### src/rtl/game_flow_pkg.sv
// Shared game-flow definitions: state encodings used by the FSM and the RGB mux,
// plus the ball-speed width and a saturating speed-step helper.
package game_flow_pkg;

    localparam int SPEED_W = 4;

    typedef enum logic [2:0] {
        MENU      = 3'd0,
        GAME_PLAY = 3'd1,
        SETTINGS  = 3'd2,
        COUNTDOWN = 3'd3,
        OVER      = 3'd4,
        PAUSED    = 3'd5
    } game_state_e;

    // Up and down together cancel; each direction saturates at its bound.
    function automatic logic [SPEED_W-1:0] speed_step(
        input logic [SPEED_W-1:0] speed,
        input logic               up,
        input logic               down,
        input logic [SPEED_W-1:0] lo,
        input logic [SPEED_W-1:0] hi
    );
        if (up && !down && speed < hi) return speed + 1'b1;
        if (down && !up && speed > lo) return speed - 1'b1;
        return speed;
    endfunction

endpackage

### src/rtl/frame_sec_counter.sv
// Divides refresh_tick by FRAMES_PER_SEC; sec_tick fires on the wrapping tick.
// clear restarts the count, hold freezes it and suppresses sec_tick.
module frame_sec_counter #(
    parameter int FRAMES_PER_SEC = 60
) (
    input  logic clk,
    input  logic reset,
    input  logic refresh_tick,
    input  logic clear,
    input  logic hold,
    output logic sec_tick
);

    localparam int CNT_W = (FRAMES_PER_SEC > 1) ? $clog2(FRAMES_PER_SEC) : 1;
    localparam logic [CNT_W-1:0] LAST = CNT_W'(FRAMES_PER_SEC - 1);

    logic [CNT_W-1:0] frame_cnt;

    assign sec_tick = refresh_tick && !hold && (frame_cnt == LAST);

    // clear wins over a coincident tick, so the entry-cycle tick is not counted
    always_ff @(posedge clk) begin
        if (reset || clear) begin
            frame_cnt <= '0;
        end else if (refresh_tick && !hold) begin
            frame_cnt <= sec_tick ? '0 : frame_cnt + 1'b1;
        end
    end

endmodule

### src/rtl/game_flow_fsm.sv
// Game-flow controller: menu, settings, 3-2-1 countdown, play and timed game-over hold.
// Define GAME_PAUSE_EN to add the PAUSED state (start toggles PLAY/PAUSED).
module game_flow_fsm
    import game_flow_pkg::*;
#(
    parameter int FRAMES_PER_SEC = 60,
    parameter int COUNT_SEC      = 3,
    parameter int OVER_HOLD_SEC  = 5,
    parameter int SPEED_MIN      = 1,
    parameter int SPEED_MAX      = 8,
    parameter int SPEED_DEFAULT  = 3
) (
    input  logic       clk,
    input  logic       reset,
    input  logic       refresh_tick,
    input  logic       start_pulse,
    input  logic       setting_pulse,
    input  logic       up_pulse,
    input  logic       down_pulse,
    input  logic       game_over,
    output logic [2:0] game_state,
    output logic       game_active,
    output logic       ball_reset,
    output logic [3:0] ball_speed,
    output logic [1:0] count_val
);

    localparam int SEC_W = (OVER_HOLD_SEC > 1) ? $clog2(OVER_HOLD_SEC) : 1;

    game_state_e        state_r, state_nx;
    logic [1:0]         count_r, count_nx;
    logic [SEC_W-1:0]   sec_cnt_r, sec_cnt_nx;
    logic [SPEED_W-1:0] speed_r, speed_nx;
    logic               active_r, ball_reset_r;
    logic               clear_cnt, hold_cnt, sec_tick, entering_cd;

`ifdef GAME_PAUSE_EN
    assign hold_cnt = (state_r == PAUSED);
`else
    assign hold_cnt = 1'b0;
`endif

    frame_sec_counter #(
        .FRAMES_PER_SEC(FRAMES_PER_SEC)
    ) u_frame_sec_counter (
        .clk         (clk),
        .reset       (reset),
        .refresh_tick(refresh_tick),
        .clear       (clear_cnt),
        .hold        (hold_cnt),
        .sec_tick    (sec_tick)
    );

    always_comb begin
        state_nx   = state_r;
        count_nx   = count_r;
        sec_cnt_nx = sec_cnt_r;
        speed_nx   = speed_r;
        case (state_r)
            MENU: begin
                if (start_pulse)        state_nx = COUNTDOWN;
                else if (setting_pulse) state_nx = SETTINGS;
            end
            SETTINGS: begin
                if (setting_pulse || start_pulse) state_nx = MENU;
                else speed_nx = speed_step(speed_r, up_pulse, down_pulse,
                                           SPEED_W'(SPEED_MIN), SPEED_W'(SPEED_MAX));
            end
            COUNTDOWN: begin
                if (sec_tick) begin
                    if (count_r <= 2'd1) state_nx = GAME_PLAY;
                    else                 count_nx = count_r - 2'd1;
                end
            end
            GAME_PLAY: begin
                if (game_over) state_nx = OVER;
`ifdef GAME_PAUSE_EN
                else if (start_pulse) state_nx = PAUSED;
`endif
            end
            OVER: begin
                if (start_pulse) state_nx = COUNTDOWN;
                else if (sec_tick) begin
                    if (sec_cnt_r == SEC_W'(OVER_HOLD_SEC - 1)) state_nx = MENU;
                    else sec_cnt_nx = sec_cnt_r + 1'b1;
                end
            end
`ifdef GAME_PAUSE_EN
            PAUSED: begin
                if (start_pulse)        state_nx = GAME_PLAY;
                else if (setting_pulse) state_nx = MENU;
            end
`endif
            default: state_nx = MENU;
        endcase

        // Entry actions shared by every path into COUNTDOWN / OVER
        entering_cd = (state_nx == COUNTDOWN) && (state_r != COUNTDOWN);
        if (entering_cd)              count_nx = 2'(COUNT_SEC);
        if (state_nx != COUNTDOWN)    count_nx = 2'd0;
        if (state_nx == OVER && state_r != OVER) sec_cnt_nx = '0;
        clear_cnt = (state_nx != state_r) && (state_nx == COUNTDOWN || state_nx == OVER);
    end

    always_ff @(posedge clk) begin
        if (reset) begin
            state_r      <= MENU;
            count_r      <= 2'd0;
            sec_cnt_r    <= '0;
            speed_r      <= SPEED_W'(SPEED_DEFAULT);
            active_r     <= 1'b0;
            ball_reset_r <= 1'b0;
        end else begin
            state_r      <= state_nx;
            count_r      <= count_nx;
            sec_cnt_r    <= sec_cnt_nx;
            speed_r      <= speed_nx;
            active_r     <= (state_nx == GAME_PLAY);
            ball_reset_r <= entering_cd;
        end
    end

    assign game_state  = state_r;
    assign game_active = active_r;
    assign ball_reset  = ball_reset_r;
    assign ball_speed  = speed_r;
    assign count_val   = count_r;

endmodule

### config.mk
export PLATFORM = sky130hd
export DESIGN_NAME = game_flow_fsm
export DESIGN_NICKNAME = d
export VERILOG_FILES = /design/src/rtl/game_flow_pkg.sv /design/src/rtl/frame_sec_counter.sv /design/src/rtl/game_flow_fsm.sv
export SDC_FILE = /design/constraint.sdc
export NUM_CORES = 1
export LEC_CHECK = 0
export ABC_AREA = 1
export ABC_CLOCK_PERIOD_IN_PS = 3250
export BUFFER_PORTS_ARGS = -buffer_cell sky130_fd_sc_hd__buf_2
export CAP_MARGIN = 40
export CORE_MARGIN = 2
export CORE_UTILIZATION = 40
export DETAILED_ROUTE_END_ITERATION = 16
export GPL_ROUTABILITY_DRIVEN = 0
export SYNTH_ARGS = -nofsm -noshare
export SYNTH_HDL_FRONTEND = slang
export SYNTH_SLANG_ARGS = --single-unit
### constraint.sdc
create_clock -name clk -period 3.25 [get_ports clk]
set_input_delay 0.1625 -clock clk [delete_from_list [all_inputs] [get_ports clk]]
set_output_delay 0.1625 -clock clk [all_outputs]
set_load 0.02 [all_outputs]
==> impl_metrics.py <==
metrics = {
    "run_status": {
        "outcome": "completed",
    },
    "critical_path": {
        "rrSetupSlack_ns": 1.54,
        "crit_arrival_ns": 1.89,
        "critPathCapture": "ball_speed[1]",
        "crit_fanout": 6,
        "cp_slowest_stage_delay_ns": 0.44,
        "worstSetupPathType": "flip-flop to flip-flop",
        "cp-startpoint": "ball_speed[0]",
        "reg2reg_to": "ball_speed[1]",
        "required_ns": 3.43,
        "slowest_stage": "dfxtp_1",
        "start_kind": "flip-flop",
        "worstSetupEndpointType": "flip-flop",
        "reg2reg_from": "ball_speed[0]",
        "reg2regPathDepth": 8,
        "path_cells": "inv_1, ha_1, o211ai_1, nand2_1, a21oi_2, inv_1, nand2_1, o211ai_1",
    },
    "sta": {
        "min_period_ns": 1.71,
        "whs_ns": 0.0527,
        "finClkSkew_ns": 0.00238,
        "tns_ns": 0,
        "relSlewSlack_pct": 71.2,
        "slew_violations": 0,
        "hold_viol_final": 0,
        "timing.final.crit_share_pct": 52.5,
        "tightest_slew_ns": 0.427,
        "clock.fmax_ghz": 0.586,
        "rsz0062_at_grt": "false",
        "finalSetupViolations": 0,
    },
    "power": {
        "p_int_w": 0.000433,
        "p_leak_nw": 0.652,
        "combinationalPowerShare_pct": 22.7,
        "seqPwrFrac_pct": 44.4,
        "swShare_pct": 30.1,
        "vdd_drop_max_mv": 0.242,
        "pwr-share-clk_pct": 33.0,
        "p_switching_w": 0.000187,
        "finalPower_w": 0.000620,
        "power.density_nw_per_um2": 448,
    },
    "flow_run": {
        "drv_cap": 0,
    },
    "die": {
        "core_sq_um": 2810,
        "die_y_um": 59.0,
        "die_area_sq_um": 3480,
        "die_w_um": 59.0,
        "io_pins": 19,
        "initial_utilization_pct": 43.1,
        "rows": 19,
    },
    "detailed_routing": {
        "drtAntennaViolNets": 0,
        "drt_first_pass_iters": 4,
        "dr.first_iter.drc_count": 19,
        "vias": 1078,
        "wl_um": 2410,
        "drc": 0,
        "post_drt_wl_per_cell_um": 11.1,
        "vias_per_cell": 4.99,
    },
    "place": {
        "dpl.hpwl_um": 1970,
        "io_buffer_count": 18,
        "place_inst": 212,
    },
    "finish": {
        "antenna_cells": 0,
        "nets": 201,
        "synthToLayoutAreaGrowth_pct": 14.4,
        "drive_gt1_share_pct": 24.9,
        "stdcell_count": 216,
        "fillers": 293,
    },
    "cts": {
        "cts_root_buf": "clkbuf_4",
        "cts_tree": "built",
        "cts_setup_buffers": 0,
        "cts_buffer_depth": 2,
        "cts-buffers-inserted": 3,
        "clock-sinks": 20,
        "clk_pin_slew_ns": 0.12,
        "h-tree-depth": 1,
        "hold_buffers": 0,
        "clock_latency_ns": 0.30,
        "cts_resized": 0,
    },
    "global_route": {
        "antenna_found_initial": 0,
        "grt_pass1_wl_um": 4140,
        "grtUsageTotal_pct": 15.2,
        "overflow": 0,
        "grt_start_max_net_pins": 13,
        "grt_pass1_vias": 1081,
    },
    "synthesis": {
        "async_flop_share_pct": 0,
        "synth_edf_count": 0,
        "syn_inst": 164,
        "ys.warnings.count": 0,
        "syn-num-nets": 179,
        "ys_seq_area_share_pct": 33.1,
        "post-synth-top-area-cell": "dfxtp_1",
        "avgSynthCellArea_sq_um": 7.38,
        "yosysTopAreaCellShare_pct": 33.1,
        "yosys-top-cells-count": "30 x nand2_1, 25 x inv_1, 20 x dfxtp_1",
        "yosysMostFrequentCell": "nand2_1",
        "ys_ff_latch": 20,
        "netlist_area_sq_um": 1210,
        "yosysUniqueCellTypes": 31,
        "synthTopCellsByArea": "dfxtp_1 33%, nand2_1 9.3%, inv_1 7.8%",
        "synth_top_flop_cell": "dfxtp_1",
    },
    "worst_hold_path": {
        "hold_path.class": "input pin to flip-flop",
    },
}
metal layers:
| metal | GRT usage [%] | wire length (um) | vias to the layer above |
|---|---|---|---|
| met3 | 4.59 | 51 | 2 |
| met4 | 3.57 | 19 | 0 |
| met5 | 0 | 0 | - |
| met1 | 15.6 | 1090 | 497 |
| li1 | - | - | 570 |
| met2 | 29.7 | 1240 | 9 |
cell families (layout without fill, tap and decap cells):
logic type | Yosys count | after routing | share of synthesized area [%]
buffers and inverters | 29 | 50 | 9.31
AOI/OAI and AO/OA | 23 | 23 | 11.3
xor gates and xnor gates | 7 | 7 | 5.07
muxes | 1 | 1 | 0.827
and+or+nand+nor | 77 | 77 | 33.2
adders and majority gates | 7 | 7 | 7.24
DFF | 20 | 20 | 33.1
metrics by stage:
step / instance area (sq um) / util, % / setup WS (ns)
floorplan: 1210 / - / 1.57
global placement: 1330 / 47.5 / 1.63
detailed placement: 1330 / 47.5 / 1.55
CTS: 1380 / 49.3 / 1.53
global route: 1380 / 49.3 / 1.35
finish: 1380 / 49.3 / 1.54
power by group through the flow:
| stage | clock (W) | sequential, W | combinational, W |
|---|---|---|---|
| finish | 0.000205 | 0.000275 | 0.000141 |
| global route | 0.000221 | 0.000278 | 0.000159 |
| CTS | 0.000210 | 0.000275 | 0.000142 |
| detailed placement | 0 | 0.000281 | 0.000142 |
| global placement | 0 | 0.000280 | 0.000137 |
| floorplan | 0 | 0.000291 | 0.0000931 |
flip-flops by register name (all words and copies together), names as in the netlist:
| register | cells |
|---|---|
| ball_speed | 4 |
| sec_cnt_r | 3 |
| game_active | 1 |
| u_frame_sec_counter.frame_cnt | 6 |
| count_val | 2 |
| ball_reset | 1 |
| game_state | 3 |
how the worst min path moves through the flow:
| stage | startpoint | endpoint | depth (start not counted) |
|---|---|---|---|
| after global placement | reset | ball_speed[2] | 2 |
| final | reset | ball_speed[2] | 2 |
| after global routing | reset | ball_speed[2] | 2 |
| after detailed placement | reset | ball_speed[2] | 2 |
| after floorplan | reset | ball_speed[2] | 1 |
| after CTS | reset | ball_speed[2] | 2 |
worst max-delay path, delay by kind of cell (launching register included):
family,cells,cell delay [ns]
buffers and inverters,2,0.21
AOI/OAI and AO/OA,3,0.49
adders and majority gates,1,0.23
and+or+nand+nor,2,0.21
DFF,1,0.44
cell usage in the layout, fill, tap and decap left out, types with 2 or more instances in the layout:
master	count
a21oi_1	7
dfxtp_1	20
nand2_1	30
o211ai_1	2
xnor2_1	3
nor2_1	13
buf_2	18
nor2_2	9
nand4_2	3
nand2_2	4
clkbuf_4	3
inv_2	3
ha_1	7
o21ai_0	8
inv_1	25
nand3_1	10
xor2_1	4
cell type report:
class                      count  area, sq um  area share (%)
inverter                      28          105            7.59
tap                           31         38.8            2.80
sequential                    20          400            28.9
timing repair buffer          18         90.1            6.51
clock inverter                 1         30.0            2.17
clock buffer                   3         22.5            1.63
multi-input combinational    115          697            50.4
No activity file was read; power rests on OpenSTA's default activity.
